--- src/rtl/fifo_wr_ctrl_pkg.sv ---
// Definitions shared by both ends of the asynchronous FIFO:
// pointer geometry and the Gray/binary pointer conversions.
package fifo_wr_ctrl_pkg;

  localparam int FIFO_PTR_WIDTH  = 4;
  localparam int FIFO_ADDR_WIDTH = 3;
  localparam int FIFO_AF_THRESH  = 6;

  typedef logic [FIFO_PTR_WIDTH-1:0] fifo_ptr_t;

  function automatic fifo_ptr_t bin2gray(input fifo_ptr_t bin);
    return bin ^ (bin >> 1'b1);
  endfunction

  // Each binary bit is the XOR of all Gray bits at or above it.
  function automatic fifo_ptr_t gray2bin(input fifo_ptr_t gray);
    fifo_ptr_t bin;
    bin[FIFO_PTR_WIDTH-1] = gray[FIFO_PTR_WIDTH-1];
    for (int i = FIFO_PTR_WIDTH-2; i >= 0; i--) begin
      bin[i] = bin[i+1] ^ gray[i];
    end
    return bin;
  endfunction

endpackage

--- src/rtl/fifo_gray2bin.sv ---
// Combinational Gray-to-binary converter: bit i is the XOR of Gray bits
// [PTR_WIDTH-1:i], built per bit so no bit depends on another output bit.
module fifo_gray2bin #(
  parameter int PTR_WIDTH = 4
) (
  input  logic [PTR_WIDTH-1:0] gray_i,
  output logic [PTR_WIDTH-1:0] bin_o
);

  for (genvar i = 0; i < PTR_WIDTH; i++) begin : g_bit
    assign bin_o[i] = ^gray_i[PTR_WIDTH-1:i];
  end

endmodule

--- src/rtl/fifo_wr_ctrl.sv ---
// Write-side controller of an asynchronous FIFO: binary/Gray write pointer,
// registered full / almost-full / fill level, and a sticky overflow flag.
module fifo_wr_ctrl
  import fifo_wr_ctrl_pkg::*;
#(
  parameter int PTR_WIDTH  = FIFO_PTR_WIDTH,
  parameter int ADDR_WIDTH = FIFO_ADDR_WIDTH,
  parameter int AF_THRESH  = FIFO_AF_THRESH
) (
  input  logic                  clk,
  input  logic                  rst,
  input  logic                  winc,
  input  logic [PTR_WIDTH-1:0]  wq2_rptr,
  output logic                  wclken,
  output logic [ADDR_WIDTH-1:0] waddr,
  output logic [PTR_WIDTH-1:0]  wptr,
  output logic                  wfull,
  output logic                  almost_full,
  output logic [PTR_WIDTH-1:0]  wlevel,
  output logic                  overflow
);

  localparam logic [PTR_WIDTH-1:0] PTR_ONE  = PTR_WIDTH'(1);
  localparam logic [PTR_WIDTH-1:0] AF_LEVEL = PTR_WIDTH'(AF_THRESH);

  logic [PTR_WIDTH-1:0] wbin_q, wbin_d;
  logic [PTR_WIDTH-1:0] wgray_q, wgray_d;
  logic [PTR_WIDTH-1:0] wlevel_q, wlevel_d;
  logic                 wfull_q, wfull_d;
  logic                 afull_q, afull_d;
  logic                 ovf_q, ovf_d;
  logic [PTR_WIDTH-1:0] rbin_s;
  logic [PTR_WIDTH-1:0] full_cmp_s;

  fifo_gray2bin #(
    .PTR_WIDTH(PTR_WIDTH)
  ) u_rptr_g2b (
    .gray_i(wq2_rptr),
    .bin_o (rbin_s)
  );

  assign wclken      = winc & ~wfull_q;
  assign waddr       = wbin_q[ADDR_WIDTH-1:0];
  assign wptr        = wgray_q;
  assign wfull       = wfull_q;
  assign almost_full = afull_q;
  assign wlevel      = wlevel_q;
  assign overflow    = ovf_q;

  // Next pointer, full compare against the read pointer with its two top bits
  // inverted (same address, opposite lap), fill level and sticky overflow.
  always_comb begin
    wbin_d     = wbin_q;
    wgray_d    = wgray_q;
    wlevel_d   = wlevel_q;
    wfull_d    = wfull_q;
    afull_d    = afull_q;
    ovf_d      = ovf_q;
    full_cmp_s = {~wq2_rptr[PTR_WIDTH-1 -: 2], wq2_rptr[PTR_WIDTH-3:0]};

    if (wclken) begin
      wbin_d = wbin_q + PTR_ONE;
    end else begin
      wbin_d = wbin_q;
    end

    wgray_d  = wbin_d ^ (wbin_d >> 1'b1);
    wfull_d  = (wgray_d == full_cmp_s);
    wlevel_d = wbin_d - rbin_s;
    afull_d  = (wlevel_d >= AF_LEVEL);

    if (winc && wfull_q) begin
      ovf_d = 1'b1;
    end else begin
      ovf_d = ovf_q;
    end
  end

  // State register; every output flop clears asynchronously on rst low.
  always_ff @(posedge clk or negedge rst) begin
    if (!rst) begin
      wbin_q   <= '0;
      wgray_q  <= '0;
      wlevel_q <= '0;
      wfull_q  <= 1'b0;
      afull_q  <= 1'b0;
      ovf_q    <= 1'b0;
    end else begin
      wbin_q   <= wbin_d;
      wgray_q  <= wgray_d;
      wlevel_q <= wlevel_d;
      wfull_q  <= wfull_d;
      afull_q  <= afull_d;
      ovf_q    <= ovf_d;
    end
  end

endmodule

--- config.mk ---
export PLATFORM = sky130hd
export DESIGN_NAME = fifo_wr_ctrl
export DESIGN_NICKNAME = d
export VERILOG_FILES = /design/src/rtl/fifo_wr_ctrl_pkg.sv /design/src/rtl/fifo_gray2bin.sv /design/src/rtl/fifo_wr_ctrl.sv
export SDC_FILE = /design/constraint.sdc
export NUM_CORES = 1
export LEC_CHECK = 0
export ABC_AREA = 1
export CAP_MARGIN = 10
export CORE_UTILIZATION = 51
export CTS_CLUSTER_DIAMETER = 30
export CTS_CLUSTER_SIZE = 16
export DETAILED_ROUTE_END_ITERATION = 7
export GPL_TIMING_DRIVEN = 0
export MAX_ROUTING_LAYER = met4
export PLACE_DENSITY_LB_ADDON = 0.2
export SLEW_MARGIN = 20
export SYNTH_ARGS = -nofsm -noshare
export SYNTH_HDL_FRONTEND = slang
export SYNTH_HIERARCHICAL = 1
export SYNTH_SLANG_ARGS = --single-unit
--- constraint.sdc ---
create_clock -name clk -period 4.5 [get_ports clk]
set_input_delay 1.125 -clock clk [delete_from_list [all_inputs] [get_ports clk]]
set_output_delay 1.125 -clock clk [all_outputs]
set_load 0.02 [all_outputs]
==> metrics <==
outcome complete, but fails checks; failing checks design-rule violations; syn avg cell area 7.16 um^2; Post-Syn Nets 134; Least-Margin Pin Slew 0.615 ns; Setup WS pre-CTS 0.816 ns; sequential-to-total area share from yosys stat 0.401; Worst EP arrival 2.56 ns; Power Dens Cells 739 nW/um^2; Layout Utilization 0.731; HPWL Detailed 1.37 mm; Setup CP Type input pin to primary output; drc violations 6; final setup fails 0; clock sinks 14; Starting Density 0.560; Worst-path clk slew 0.08 ns; post-CTS resize count 0; Port Buffers 21; vias per std cell 5.13; Netlist cell types 17; CTS buffer count 3; Synth warnings 6; Placed Cells incl. Taps 159; DR iter-0 viols 20; cts hold-fix bufs 0; Clk Tree Root Cell clkbuf_4; # IOs 22; GRT Util Overall 0.239; DR pass1 iterations 6; Final Hold Viols 0; CP required 3.38 ns; Setup Skew 0.000838 ns; DR vias 836; top cell type's share of synthesized area 0.401; htree depth 1; Slew Limit Headroom 0.589; predominant post-synthesis flop cell dfrtp_1; Cell Area, Synth 873 um^2; die extent in x 43.4 um; post-synthesis register bit count 14; Post-Synthesis Cells 122; Fmax 0.271 GHz; largest net degree at the start of global routing 15; Routed WL 1.68 mm; Leakage 0.632 nW; count leader, synth nand2_1; Clock Latency Late Sink 0.28 ns; flop2flop setup slack 2.37 ns; setup ws final 0.815 ns; peak supply drop 0.000516 V; total die area 1880 um^2; Post-CTS Setup Bufs 0; first-pass GRT wire length 3.11 mm; crit-path max FO 7; CTS tree yes; leading area contributor after synthesis dfrtp_1; unrepaired setup endpoints after global routing false; DR WL/cell 10.3 um; dominant cells by area after synthesis dfrtp_1 (40%), nand2_1 (22%), inv_1 (10%); GR Overflow Total 0; fin crit share 0.819; number of flops mapped to enable cells by yosys 0; site row count 14; Diodes inserted 0; antenna viol nets, final 0; Max Cap Viol 0; share of cells above drive strength 1 0.0680; Synth async-reset ratio 1.00; hold crit path type register to register; Die H 43.4 um; vias in the first global route 761; Core Area 1560 um^2; gpl congestion 0.799; CTS max path bufs 2; Post-synth top cells nand2_1 (51), inv_1 (24), dfrtp_1 (14); minimum clock period 3.69 ns; Final Power 0.842 mW; Pins Over Slew Limit 0; antenna violations before repair 0; Post-Layout Cell Count 163; final setup TNS 0 ns; fin nets 160; area grow syn2layout 30.5%; Critical Path End Type primary output; Startpoint Class input pin
-- flip-flops by register name, indices dropped and copies added, names as in the netlist --
name	flops
wbin_q	4
wlevel	4
wptr	3
almost_full	1
overflow	1
wfull	1
-- final cells by class --
type | count | area (um^2)
clock buffers | 4 | 36.3
flip-flops and latches | 14 | 350
repair buffers | 21 | 210
inverters | 24 | 90.1
plain buffers | 1 | 7.51
well taps | 16 | 20.0
multi-input cells | 83 | 425
fillers | 130 | 419
-- cell families (layout without fill, tap and decap cells) --
family / count (synthesis) / after routing / synth area share
DFF: 14 / 14 / 0.401
and+or+nand+nor: 72 / 72 / 0.352
xor gates and xnor gates: 3 / 3 / 0.0301
buffers and inverters: 25 / 50 / 0.112
adders and majority gates: 5 / 5 / 0.0802
AOI/OAI and AO/OA: 3 / 3 / 0.0244
-- per-layer routing --
layer	share of wire	track usage	vias to the layer above
met2	0.49	0.352	27
met1	0.45	0.298	381
li1	-	-	424
met4	0.013	0.125	0
met3	0.048	0.0667	4
met5	0	-	-
-- through the flow --
step                area, um^2  hold slack (ns)
global placement          1100            0.459
CTS                       1140            0.488
finish                    1140            0.485
detailed placement        1100            0.465
floorplan                  873            0.592
global route              1140            0.507
-- worst paths after layout --
kind                                     to       from  depth (start not counted)
worst max-delay path                 wclken       winc                          4
worst min-delay path               overflow   overflow                          1
worst max register to register  almost_full  wbin_q[0]                         11
worst min register to register     overflow   overflow                          1
max in group asynchronous         wlevel[0]        rst                          1
min in group asynchronous          overflow        rst                          1
-- cells in the final DEF, fill, tap and decap left out --
master / instances
nand2_2: 2
inv_1: 24
xnor2_1: 3
clkbuf_4: 3
dfrtp_1: 14
clkbuf_8: 1
ha_1: 4
nand2_1: 51
nand4_1: 1
o21ai_0: 1
clkdlybuf4s50_1: 21
nor2_1: 3
nor2_2: 1
fa_1: 1
buf_4: 1
nand3_2: 1
nand3_1: 11
o21ai_2: 1
nand3b_1: 2
o21bai_1: 1
-- report_power, final --
group / internal (mW) / switching, mW
Clock: 0.0492 / 0.0399
Sequential: 0.190 / 0.0335
Combinational: 0.222 / 0.308
Total: 0.461 / 0.382
-- critical path: stages --
cell and delay, ns:
clkdlybuf4s50_1 0.62, inv_1 0.11, nor2_2 0.10, clkdlybuf4s50_1 0.60
(Power assumes the default switching activity.)
